--- src/rtl/router_psum_load_if.sv ---
// Handshake bundle between the psum load router, the psum GLB read port,
// the PE psum spad load port and the cluster controller.
interface router_psum_load_if #(
  parameter int DATA_BITWIDTH     = 16,
  parameter int ADDR_BITWIDTH_GLB = 10,
  parameter int X_dim             = 5
);
  logic                              load_psum_ctrl;
  logic                              iter_clr;
  logic [DATA_BITWIDTH-1:0]          r_data_glb_psum;
  logic [ADDR_BITWIDTH_GLB-1:0]      r_addr_glb_psum;
  logic                              read_en_glb_psum;
  logic [DATA_BITWIDTH*X_dim-1:0]    w_data_spad_psum;
  logic                              load_en_spad_psum;
  logic                              load_done;
  logic                              busy;

  modport master (
    input  load_psum_ctrl,
    input  iter_clr,
    input  r_data_glb_psum,
    output r_addr_glb_psum,
    output read_en_glb_psum,
    output w_data_spad_psum,
    output load_en_spad_psum,
    output load_done,
    output busy
  );

  modport slave (
    output load_psum_ctrl,
    output iter_clr,
    output r_data_glb_psum,
    input  r_addr_glb_psum,
    input  read_en_glb_psum,
    input  w_data_spad_psum,
    input  load_en_spad_psum,
    input  load_done,
    input  busy
  );
endinterface

--- src/rtl/router_psum_load.sv ---
// Reads one row of X_dim partial sums from the psum GLB, packs them into a
// single lane word and strobes it into the PE-row psum scratchpads.
//
// state | meaning
// IDLE  | waiting for load_psum_ctrl; iter_clr honoured here only
// READ  | read_en high, one GLB address per cycle for X_dim cycles
// DRAIN | waiting for the last GLB read data to be captured
// LOAD  | load strobe high for one cycle, row index advances
module router_psum_load #(
  parameter int DATA_BITWIDTH     = 16,
  parameter int ADDR_BITWIDTH_GLB = 10,
  parameter int X_dim             = 5,
  parameter int NUM_ROWS          = 3,
  parameter int PSUM_READ_ADDR    = 0
) (
  input  logic              clk,
  input  logic              reset,
  router_psum_load_if.master bus
);

  localparam int RD_W   = (X_dim > 1) ? $clog2(X_dim) : 1;
  localparam int CAP_W  = $clog2(X_dim + 1);
  localparam int ITER_W = (NUM_ROWS > 1) ? $clog2(NUM_ROWS) : 1;
  localparam int PACK_W = DATA_BITWIDTH * X_dim;

  typedef enum logic [1:0] {
    IDLE  = 2'd0,
    READ  = 2'd1,
    DRAIN = 2'd2,
    LOAD  = 2'd3
  } state_t;

  state_t                       state;
  logic [RD_W-1:0]              rd_cnt;
  logic [CAP_W-1:0]             cap_cnt;
  logic [ITER_W-1:0]            iter;
  logic                         read_en_d;
  logic [PACK_W-1:0]            pack;
  logic [PACK_W-1:0]            pack_next;
  logic [ITER_W-1:0]            iter_eff;
  logic [ADDR_BITWIDTH_GLB-1:0] base_addr;
  logic                         cap_done;

  logic [ADDR_BITWIDTH_GLB-1:0] r_addr;
  logic                         read_en;
  logic [PACK_W-1:0]            w_data;
  logic                         load_en;
  logic                         done;
  logic                         busy;

  assign bus.r_addr_glb_psum   = r_addr;
  assign bus.read_en_glb_psum  = read_en;
  assign bus.w_data_spad_psum  = w_data;
  assign bus.load_en_spad_psum = load_en;
  assign bus.load_done         = done;
  assign bus.busy              = busy;

  // A clear arriving with the start must already select row 0.
  assign iter_eff  = bus.iter_clr ? '0 : iter;
  assign base_addr = ADDR_BITWIDTH_GLB'(PSUM_READ_ADDR + int'(iter_eff) * X_dim);

  // Lane write for the current qualified cycle, merged combinationally so the
  // final lane can go straight out with the load strobe.
  always_comb begin
    pack_next = pack;
    for (int k = 0; k < X_dim; k++) begin
      if (read_en_d && cap_cnt == CAP_W'(k)) begin
        pack_next[k*DATA_BITWIDTH +: DATA_BITWIDTH] = bus.r_data_glb_psum;
      end
    end
  end

  assign cap_done = (cap_cnt == CAP_W'(X_dim)) ||
                    (read_en_d && cap_cnt == CAP_W'(X_dim - 1));

  always_ff @(posedge clk) begin
    if (reset) begin
      state     <= IDLE;
      rd_cnt    <= '0;
      cap_cnt   <= '0;
      iter      <= '0;
      read_en_d <= 1'b0;
      pack      <= '0;
      r_addr    <= '0;
      read_en   <= 1'b0;
      w_data    <= '0;
      load_en   <= 1'b0;
      done      <= 1'b0;
      busy      <= 1'b0;
    end else begin
      read_en_d <= read_en;
      pack      <= pack_next;
      if (read_en_d && cap_cnt != CAP_W'(X_dim)) begin
        cap_cnt <= cap_cnt + CAP_W'(1);
      end

      case (state)
        IDLE: begin
          read_en <= 1'b0;
          load_en <= 1'b0;
          done    <= 1'b0;
          if (bus.iter_clr) begin
            iter <= '0;
          end
          if (bus.load_psum_ctrl) begin
            state   <= READ;
            read_en <= 1'b1;
            r_addr  <= base_addr;
            rd_cnt  <= '0;
            cap_cnt <= '0;
            busy    <= 1'b1;
          end
        end

        READ: begin
          if (rd_cnt == RD_W'(X_dim - 1)) begin
            read_en <= 1'b0;
            state   <= DRAIN;
          end else begin
            r_addr <= r_addr + ADDR_BITWIDTH_GLB'(1);
            rd_cnt <= rd_cnt + RD_W'(1);
          end
        end

        DRAIN: begin
          if (cap_done) begin
            w_data  <= pack_next;
            load_en <= 1'b1;
            done    <= 1'b1;
            state   <= LOAD;
          end
        end

        LOAD: begin
          load_en <= 1'b0;
          done    <= 1'b0;
          busy    <= 1'b0;
          iter    <= (iter == ITER_W'(NUM_ROWS - 1)) ? '0 : iter + ITER_W'(1);
          state   <= IDLE;
        end

        default: begin
          state   <= IDLE;
          read_en <= 1'b0;
          load_en <= 1'b0;
          done    <= 1'b0;
          busy    <= 1'b0;
        end
      endcase
    end
  end

endmodule

--- src/flat_wrapper.sv ---
// flat-port wrapper written by rule: the top's interface ports become plain ports
module router_psum_load_flat 
#(
  parameter int DATA_BITWIDTH     = 16,
  parameter int ADDR_BITWIDTH_GLB = 10,
  parameter int X_dim             = 5,
  parameter int NUM_ROWS          = 3,
  parameter int PSUM_READ_ADDR    = 0
)
  (clk, reset, bus_load_psum_ctrl, bus_iter_clr, bus_r_data_glb_psum, bus_r_addr_glb_psum, bus_read_en_glb_psum, bus_w_data_spad_psum, bus_load_en_spad_psum, bus_load_done, bus_busy);
  router_psum_load_if #(.DATA_BITWIDTH(DATA_BITWIDTH), .ADDR_BITWIDTH_GLB(ADDR_BITWIDTH_GLB), .X_dim(X_dim)) bus_i ();
  input  logic clk;
  input  logic reset;
  input wire logic [$bits(bus_i.load_psum_ctrl)-1:0] bus_load_psum_ctrl;
  input wire logic [$bits(bus_i.iter_clr)-1:0] bus_iter_clr;
  input wire logic [$bits(bus_i.r_data_glb_psum)-1:0] bus_r_data_glb_psum;
  output wire logic [$bits(bus_i.r_addr_glb_psum)-1:0] bus_r_addr_glb_psum;
  output wire logic [$bits(bus_i.read_en_glb_psum)-1:0] bus_read_en_glb_psum;
  output wire logic [$bits(bus_i.w_data_spad_psum)-1:0] bus_w_data_spad_psum;
  output wire logic [$bits(bus_i.load_en_spad_psum)-1:0] bus_load_en_spad_psum;
  output wire logic [$bits(bus_i.load_done)-1:0] bus_load_done;
  output wire logic [$bits(bus_i.busy)-1:0] bus_busy;
  assign bus_i.load_psum_ctrl = bus_load_psum_ctrl;
  assign bus_i.iter_clr = bus_iter_clr;
  assign bus_i.r_data_glb_psum = bus_r_data_glb_psum;
  assign bus_r_addr_glb_psum = bus_i.r_addr_glb_psum;
  assign bus_read_en_glb_psum = bus_i.read_en_glb_psum;
  assign bus_w_data_spad_psum = bus_i.w_data_spad_psum;
  assign bus_load_en_spad_psum = bus_i.load_en_spad_psum;
  assign bus_load_done = bus_i.load_done;
  assign bus_busy = bus_i.busy;
  router_psum_load #(.DATA_BITWIDTH(DATA_BITWIDTH), .ADDR_BITWIDTH_GLB(ADDR_BITWIDTH_GLB), .X_dim(X_dim), .NUM_ROWS(NUM_ROWS), .PSUM_READ_ADDR(PSUM_READ_ADDR)) u_core (.clk(clk), .reset(reset), .bus(bus_i));
endmodule
--- config.mk ---
export PLATFORM = sky130hd
export DESIGN_NAME = router_psum_load_flat
export DESIGN_NICKNAME = d
export VERILOG_FILES = /design/src/rtl/router_psum_load_if.sv /design/src/rtl/router_psum_load.sv /design/src/flat_wrapper.sv
export SDC_FILE = /design/constraint.sdc
export NUM_CORES = 1
export LEC_CHECK = 0
export BUFFER_PORTS_ARGS = -buffer_cell sky130_fd_sc_hd__buf_2
export CAP_MARGIN = 15
export CORE_MARGIN = 1.5
export CORE_UTILIZATION = 52
export CTS_BUF_LIST = sky130_fd_sc_hd__clkbuf_8
export CTS_CLUSTER_SIZE = 10
export DETAILED_ROUTE_END_ITERATION = 8
export MAX_ROUTING_LAYER = met4
export PLACE_DENSITY = 0.88
export SYNTH_ARGS = -nofsm -noshare
export SYNTH_HDL_FRONTEND = slang
export SYNTH_SLANG_ARGS = --single-unit
export TNS_END_PERCENT = 100
--- constraint.sdc ---
create_clock -name clk -period 1.96 [get_ports clk]
set_input_delay 0.392 -clock clk [delete_from_list [all_inputs] [get_ports clk]]
set_output_delay 0.392 -clock clk [all_outputs]
set_load 0.005 [all_outputs]
==> impl_metrics.py, run 1 <==
metrics = {
    "outcome": {
        "status": "finished clean",
    },
    "setup_path": {
        "cpPeakStageDelay_ps": 520,
        "setup.worst_path.class": "reg -> reg",
        "path_cells": "inv_1 -> ha_2 -> and3_1 -> or3_4 -> or4_1 -> a21oi_1",
        "crit_fanout": 6,
        "worstPathRequired_ps": 2350,
        "r2r_slack_ps": 40,
        "path_buf_inv": 1,
        "slowest_stage": "or4_1",
        "start_kind": "register",
        "crit_arrival_ps": 2310,
        "crit_family": "simple AND/OR/NAND/NOR gates",
        "worst_setup_path_end_kind": "register",
    },
    "route": {
        "wire_per_inst_um": 16.2,
        "via_count": 5288,
        "ant_nets": 0,
        "wl_met2_um": 7480,
        "route.met3.wl_um": 990,
        "wl_met1_um": 7070,
        "totalWireLength_um": 15800,
        "vias_per_cell": 5.41,
        "drc": 0,
        "drt_iter0_markers": 425,
        "dr.pass1.iters": 5,
        "top_layer": "met4",
    },
    "layout": {
        "final_nets": 826,
        "design_area_um2": 8080,
        "insertedDiodeCount": 0,
        "layout-drive-gt1-share": 0.240,
        "area_delta_synth_final_pct": 21.1,
    },
    "logic_synthesis": {
        "ys.warnings.count": 0,
        "ys_async_sr_fraction": 0,
        "yosysTopAreaCellShare": 0.552,
        "syn-num-nets": 712,
        "synth.avg_cell_area_um2": 9.82,
        "yosys.cell_count.top_type": "dfxtp_1",
        "synth.area.top_cells": "dfxtp_1 (55%), mux2i_1 (12%), nor2_1 (10%), a211oi_1 (9.1%), ha_1 (2.2%)",
        "synth_area_leader_cell": "dfxtp_1",
        "synth_seq_area_share": 0.552,
        "yosysUniqueCellTypes": 41,
        "synth_edf_count": 0,
        "synth_ff_type": "dfxtp_1",
        "netlist_area_um2": 6680,
        "synth_seq_cells": 184,
        "synth_cells": 680,
        "synth_common_cells": "dfxtp_1 (184), nor2_1 (180), mux2i_1 (82)",
    },
    "floorplan": {
        "core_um2": 12600,
        "io_pins": 114,
        "die_area_um2": 13500,
        "die_h_um": 116,
        "chipWidth_um": 116,
        "rows": 41,
        "start_util": 0.531,
    },
    "global_route": {
        "overflow": 0,
        "grt_usage": 0.235,
        "grt_max_degree": 96,
        "first_global_vias": 4572,
        "grt_pass1_wl_um": 23400,
        "antenna_found_initial": 0,
    },
    "run": {
        "max-cap-violations": 0,
    },
    "sta": {
        "worst_slew_pin_slew_ps": 439,
        "fin_skew_ps": 13.3,
        "setup_viol": 0,
        "min_period_ps": 1920,
        "slew_headroom": 0.704,
        "whs_ps": 239,
        "fin_crit_sh": 0.977,
        "fmax_mhz": 522,
        "worst_slack_ps": 44.2,
        "slew_violations": 0,
        "hold_violations": 0,
    },
    "cts": {
        "ctsHoldBuffers": 0,
        "clk_pin_slew_worst_paths_ps": 90,
        "numCtsBuffers": 17,
        "cts_tree": "done",
        "clk_latency_ps": 460,
        "clock-sinks": 184,
        "clock_path_buffers": 2,
        "ctsHtreeMaxLevel": 4,
        "clockRootBuffer": "clkbuf_8",
    },
    "place": {
        "place_congestion": 0.816,
        "place_area_um2": 7550,
        "hpwl_um": 10200,
        "dp_slack_ps": -30.0,
        "port_buffers": 113,
    },
    "power": {
        "p_per_area_nw_per_um2": 931,
        "leakage_uw": 0.00376,
        "vdd_drop_max_uv": 584,
    },
    "hold_path": {
        "min_path_type": "in -> reg",
    },
}
==> logic make-up (layout without fill, tap and decap cells) <==
logic type | count (synthesis) | after routing | synth area share
flops | 184 | 184 | 0.552
fa+ha+maj | 12 | 12 | 0.0225
xor+xnor | 6 | 6 | 0.00787
compound gates | 112 | 112 | 0.118
simple gates | 226 | 226 | 0.142
buf+inv | 58 | 183 | 0.0350
mux | 82 | 82 | 0.123
==> cell usage in the layout (no fill, tap or decap), types with 10 or more instances in the layout <==
cell,count
a211oi_1,74
buf_2,112
nand2_1,10
mux2i_1,81
buf_4,18
dfxtp_1,180
inv_1,10
clkbuf_8,18
ha_1,10
a21oi_1,13
nor2_1,180
==> worst register-to-register path, stage by stage, from the launching register on <==
cell and delay (ps):
dfxtp_2 350, inv_1 60, ha_2 200, and3_1 180, or3_4 420, or4_1 520
a21oi_1 130
==> registers in the layout, summed over array words and instances (netlist names) <==
name                          cells
u_core.bus.busy                   1
u_core.rd_cnt                     3
u_core.cap_cnt                    3
u_core.bus.r_addr_glb_psum       10
u_core.state                      2
u_core.bus.read_en_glb_psum       1
u_core.pack                      80
u_core.bus.w_data_spad_psum      80
u_core.iter                       2
u_core.bus.load_en_spad_psum      1
u_core.read_en_d                  1
==> stage by stage <==
stage,power (uW),std cells,TNS (ps),utilization
3_5_place_dp,4980,940,-30.0,0.600
5_1_grt,7830,977,-222,0.643
2_1_floorplan,4600,680,0,-
6_report,7530,977,0,0.643
4_1_cts,7500,970,0,0.633
3_3_place_gp,4930,940,0,0.600
==> power breakdown <==
group	internal, uW	total, uW	switching, uW
Sequential	3840	3920	75.1
Clock	1280	2570	1290
Combinational	454	1040	586
Total	5580	7530	1950
==> cell type report <==
type / count / area (um2)
clock buffers: 18 / 248
clock inverters: 12 / 155
fillers: 993 / 4480
inverters: 11 / 41.3
multi-input cells: 438 / 2820
flip-flops and latches: 184 / 3690
well taps: 172 / 215
repair buffers: 142 / 917
==> final timing paths <==
kind	from	to	cells after the start
setup / recovery	u_core.state[1]	u_core.bus.r_addr_glb_psum[7]	6
setup reg to reg	u_core.state[1]	u_core.bus.r_addr_glb_psum[7]	6
hold reg to reg	u_core.bus.r_addr_glb_psum[9]	u_core.bus.r_addr_glb_psum[9]	2
hold / removal	reset	u_core.bus.r_addr_glb_psum[2]	2
==> metal layers <==
layer	up-vias	track usage
li1	2563	-
met1	2517	0.314
met2	183	0.357
met3	25	0.0566
met4	0	0.0683
met5	-	-
==> repair_timing <==
item | in CTS | in global routing
endpoints found under the hold margin | 0 | 0
buffers inserted | 0 | 5
pin swaps | 0 | 3
setup endpoints to repair | 2 | 50
resized for setup | 3 | 17
gates cloned | 0 | 2
(Power assumes the default switching activity.)
==> inputs of run 2 (changes only) <==
CORE_UTILIZATION = 50   (was 52)
PLACE_DENSITY = 0.85   (was 0.88)
==> run 2 against run 1 <==
Die area is 3.9% higher; utilization decreased by 3.6 points; combinational power barely moved; critical path depth unchanged; first-iteration DRC count down 4.0%.
==> impl_metrics.py, run 2 (same netlist as run 1, synthesis figures left out) <==
metrics = {
    "outcome": {
        "status": "finished clean",
    },
    "sta": {
        "hold_violations": 0,
        "slew_headroom": 0.719,
        "min_period_ps": 1930,
        "worst_slack_ps": 34.3,
        "setup_viol": 0,
        "worst_slew_pin_slew_ps": 418,
        "fmax_mhz": 519,
        "slew_violations": 0,
        "fin_skew_ps": 11.3,
        "fin_crit_sh": 0.982,
    },
    "floorplan": {
        "die_area_um2": 14100,
        "core_um2": 13100,
        "io_pins": 114,
        "rows": 42,
        "start_util": 0.508,
        "die_h_um": 119,
        "chipWidth_um": 119,
    },
    "route": {
        "top_layer": "met4",
        "wl_met2_um": 7320,
        "drc": 0,
        "ant_nets": 0,
        "dr.pass1.iters": 4,
        "totalWireLength_um": 15600,
        "drt_iter0_markers": 408,
        "via_count": 5200,
        "wl_met1_um": 7320,
        "route.met3.wl_um": 811,
        "vias_per_cell": 5.31,
        "wire_per_inst_um": 15.9,
    },
    "global_route": {
        "first_global_vias": 4647,
        "antenna_found_initial": 0,
        "grt_usage": 0.224,
        "grt_max_degree": 100,
        "grt_pass1_wl_um": 23900,
        "overflow": 0,
    },
    "setup_path": {
        "slowest_stage": "or4_4",
        "r2r_slack_ps": 30,
        "worstPathRequired_ps": 2360,
        "path_cells": "inv_1 -> ha_2 -> mux2i_2 -> or3_4 -> or4_4 -> a21oi_2",
        "cpPeakStageDelay_ps": 530,
        "crit_family": "simple AND/OR/NAND/NOR gates",
        "path_buf_inv": 1,
        "crit_fanout": 6,
        "start_kind": "register",
        "setup.worst_path.class": "reg -> reg",
        "worst_setup_path_end_kind": "register",
        "crit_arrival_ps": 2320,
    },
    "hold_path": {
        "min_path_type": "in -> reg",
    },
    "layout": {
        "insertedDiodeCount": 0,
        "final_nets": 823,
        "design_area_um2": 7970,
        "layout-drive-gt1-share": 0.233,
        "layout_common_cells": "nor2_1 (180), dfxtp_1 (180), buf_2 (112), mux2i_1 (81), a211oi_1 (80)",
        "area_delta_synth_final_pct": 19.4,
        "fillers": 1131,
        "final_core_util": 0.607,
    },
    "cts": {
        "clock-sinks": 184,
        "clk_pin_slew_worst_paths_ps": 100,
        "numCtsBuffers": 17,
        "clockRootBuffer": "clkbuf_8",
        "ctsHtreeMaxLevel": 4,
        "clk_latency_ps": 460,
        "clock_path_buffers": 2,
        "cts_tree": "done",
    },
    "power": {
        "power_uw": 7370,
        "leakage_uw": 0.00373,
        "p_per_area_nw_per_um2": 925,
        "vdd_drop_max_uv": 566,
    },
    "place": {
        "hpwl_um": 9950,
        "dp_slack_ps": -26.5,
        "place_area_um2": 7510,
        "port_buffers": 113,
        "place_congestion": 0.797,
    },
    "run": {
        "max-cap-violations": 0,
    },
}
==> run 2: changes by cell type in the layout (fill, tap and decap cells not counted), sizes merged <==
cell | before | now
bufinv | 3 | 0
clkinvlp | 4 | 1
clkbuf | 19 | 20
clkinv | 5 | 6
buf | 141 | 138
inv | 11 | 17
==> run 2: power breakdown <==
part	switching, uW	internal [uW]	total, uW
sequential	79.4	3840	3920
combinational	569	471	1040
clock	1430	983	2410
total	2080	5300	7370
==> run 2: layout make-up <==
type | instances | area (um2) | share of cell area
Inverter | 11 | 41.3 | 0.00518
Tap cell | 176 | 220 | 0.0276
Clock buffer | 19 | 262 | 0.0328
Multi-Input combinational cell | 438 | 2800 | 0.351
Clock inverter | 13 | 114 | 0.0143
Sequential cell | 184 | 3690 | 0.463
Timing Repair Buffer | 139 | 851 | 0.107
==> run 2: per-layer routing <==
layer | vias up | GRT usage
met1 | 2489 | 0.296
li1 | 2555 | -
met3 | 14 | 0.0642
met4 | 0 | 0.0572
met5 | - | -
met2 | 142 | 0.342
==> run 2: path summary, 6_finish.rpt <==
kind	cells past startpoint	end	start
hold reg to reg	2	u_core.rd_cnt[1]	u_core.rd_cnt[1]
hold / removal	2	u_core.bus.read_en_glb_psum	reset
setup / recovery	6	u_core.bus.r_addr_glb_psum[7]	u_core.state[0]
setup reg to reg	6	u_core.bus.r_addr_glb_psum[7]	u_core.state[0]
==> run 2: per-stage QoR <==
stage                     TNS, ps  hold slack [ps]  std cells
after floorplan                 0              449        680
after global placement          0              461        942
after detailed placement    -26.5              476        942
after CTS                       0              218        975
after global routing        -27.2              228        980
final                           0              238        980
==> run 2: repair_timing <==
action                     CTS  global route
buffers inserted             1             4
hold buffers                 0             0
pin swaps                    0             1
gates resized for setup      3             8
setup endpoints to repair    1            32
gates cloned                 0             1
==> inputs of run 3 (changes only) <==
CORE_UTILIZATION = 45   (was 50)
PLACE_DENSITY = 0.79   (was 0.85)
==> run 3 against run 2 <==
Worst hold slack gained 40 ps; largest cell class unchanged; largest power group unchanged; critical endpoint unchanged; die area is 11% higher; sequential power barely moved; flip-flop and latch count stayed put; sequential share of layout area is 0.69 points lower.
==> impl_metrics.py, run 3 (same netlist as run 1, synthesis figures left out) <==
metrics = {
    "route": {
        "wl_met1_um": 7190,
        "wl_met2_um": 7240,
        "top_layer": "met4",
        "drt_iter0_markers": 306,
        "totalWireLength_um": 15700,
        "vias_per_cell": 5.13,
        "ant_nets": 0,
        "via_count": 5083,
        "dr.pass1.iters": 4,
        "drc": 0,
        "wire_per_inst_um": 15.8,
        "route.met3.wl_um": 990,
    },
    "sta": {
        "fmax_mhz": 531,
        "slew_headroom": 0.737,
        "min_period_ps": 1880,
        "hold_violations": 0,
        "worst_slack_ps": 78.3,
        "setup_viol": 0,
        "slew_violations": 0,
        "fin_crit_sh": 0.960,
        "fin_skew_ps": 9.58,
        "worst_slew_pin_slew_ps": 391,
        "fin_tns_setup_ps": 0,
    },
    "layout": {
        "regArea_um2": 3690,
        "layout_commonest_cell": "dfxtp_1",
        "insertedDiodeCount": 0,
        "area_delta_synth_final_pct": 21.2,
        "layout_common_cells": "dfxtp_1 (181), nor2_1 (180), buf_2 (112), mux2i_1 (81), a211oi_1 (77)",
        "fillers": 1333,
        "final_nets": 826,
        "multi_input_area_um2": 2800,
        "layout-drive-gt1-share": 0.238,
    },
    "global_route": {
        "antenna_found_initial": 0,
        "grt_pass1_wl_um": 23900,
        "grt_max_degree": 95,
        "grt_usage": 0.202,
        "overflow": 0,
        "first_global_vias": 4558,
    },
    "hold_path": {
        "min_path_type": "in -> reg",
        "holdCritStartpoint": "reset",
    },
    "floorplan": {
        "io_pins": 114,
        "die_area_um2": 15600,
        "die_h_um": 125,
        "core_um2": 14500,
        "rows": 44,
        "chipWidth_um": 125,
        "start_util": 0.459,
    },
    "place": {
        "port_buffers": 113,
        "hpwl_um": 10200,
        "place_congestion": 0.799,
        "dp_slack_ps": 2.52,
    },
    "outcome": {
        "status": "finished clean",
    },
    "setup_path": {
        "setup.worst_path.class": "reg -> reg",
        "worstPathRequired_ps": 2360,
        "slowest_stage": "or4_4",
        "r2r_slack_ps": 80,
        "start_kind": "register",
        "rr_endpoint": "u_core.bus.r_addr_glb_psum[7]",
        "worst_setup_path_end_kind": "register",
        "reg2reg_depth": 6,
        "setup.worst_path.end": "u_core.bus.r_addr_glb_psum[7]",
        "cpPeakStageDelay_ps": 490,
        "crit_arrival_ps": 2280,
        "r2r-start": "u_core.rd_cnt[0]",
        "path_cells": "inv_1 -> ha_1 -> and3_1 -> or3_4 -> or4_4 -> a21oi_2",
        "crit_fanout": 6,
        "cp-startpoint": "u_core.rd_cnt[0]",
    },
    "cts": {
        "clock_path_buffers": 2,
        "ctsHtreeMaxLevel": 4,
        "clockRootBuffer": "clkbuf_8",
        "cts_tree": "done",
        "clk_pin_slew_worst_paths_ps": 90,
        "clock-sinks": 184,
        "clk_latency_ps": 460,
        "numCtsBuffers": 17,
        "ctsHoldBuffers": 0,
    },
    "power": {
        "vdd_drop_max_uv": 623,
        "p_per_area_nw_per_um2": 949,
        "leakage_uw": 0.00377,
        "power_uw": 7680,
    },
    "run": {
        "max-cap-violations": 0,
    },
}
[run 3: cell count changes in the layout (fill, tap and decap cells not counted), moves of 2 or more]
cell / before / now
inv_6: 5 / 3
a211oi_1: 80 / 77
buf_4: 19 / 21
a211oi_2: 1 / 4
bufinv_16: 0 / 3
[run 3: critical path: cells and delay by family (launching register included)]
kind,cells,cell delay [ps]
flops,1,340
compound gates,1,140
buf+inv,1,50
fa+ha+maj,1,210
simple gates,3,1080
[run 3: worst min-delay path by stage]
stage	end	slack, ps	cells past startpoint
after floorplan	u_core.rd_cnt[1]	450	2
after detailed placement	u_core.rd_cnt[1]	480	2
after global routing	u_core.bus.busy	250	2
after CTS	u_core.bus.r_addr_glb_psum[2]	250	2
after global placement	u_core.rd_cnt[1]	460	2
final	u_core.iter[0]	280	2
[run 3: per-layer routing]
metal,global-route usage,up-vias
met4,0.0715,0
met2,0.292,131
met5,-,-
li1,-,2560
met3,0.0537,15
met1,0.275,2377
[run 3: cell type report]
type	count	area share
sequential	184	0.456
clock inverter	12	0.0201
tap	184	0.0285
timing repair buffer	142	0.110
clock buffer	20	0.0340
inverter	11	0.00510
multi-input combinational	438	0.347
[run 3: timing repair]
item / CTS / global route
gates cloned: 0 / 1
endpoints found under the setup margin: 1 / 42
resized for setup: 2 / 12
pin swaps: 0 / 2
buffers inserted: 0 / 3
[run 3: through the flow]
stage | instances | hold WS [ps] | area, um2 | utilization
2_1_floorplan | 680 | 449 | 6690 | -
3_3_place_gp | 955 | 459 | 7570 | 0.521
3_5_place_dp | 955 | 475 | 7570 | 0.521
4_1_cts | 987 | 250 | 8010 | 0.551
5_1_grt | 991 | 252 | 8090 | 0.557
6_report | 991 | 278 | 8090 | 0.557
[run 3: report_power, final]
part           leakage [uW]  switching, uW  internal (uW)  total (uW)
clock              0.000227           1360           1390        2740
sequential          0.00148           75.1           3840        3920
combinational       0.00206            561            459        1020
total               0.00377           1990           5690        7680
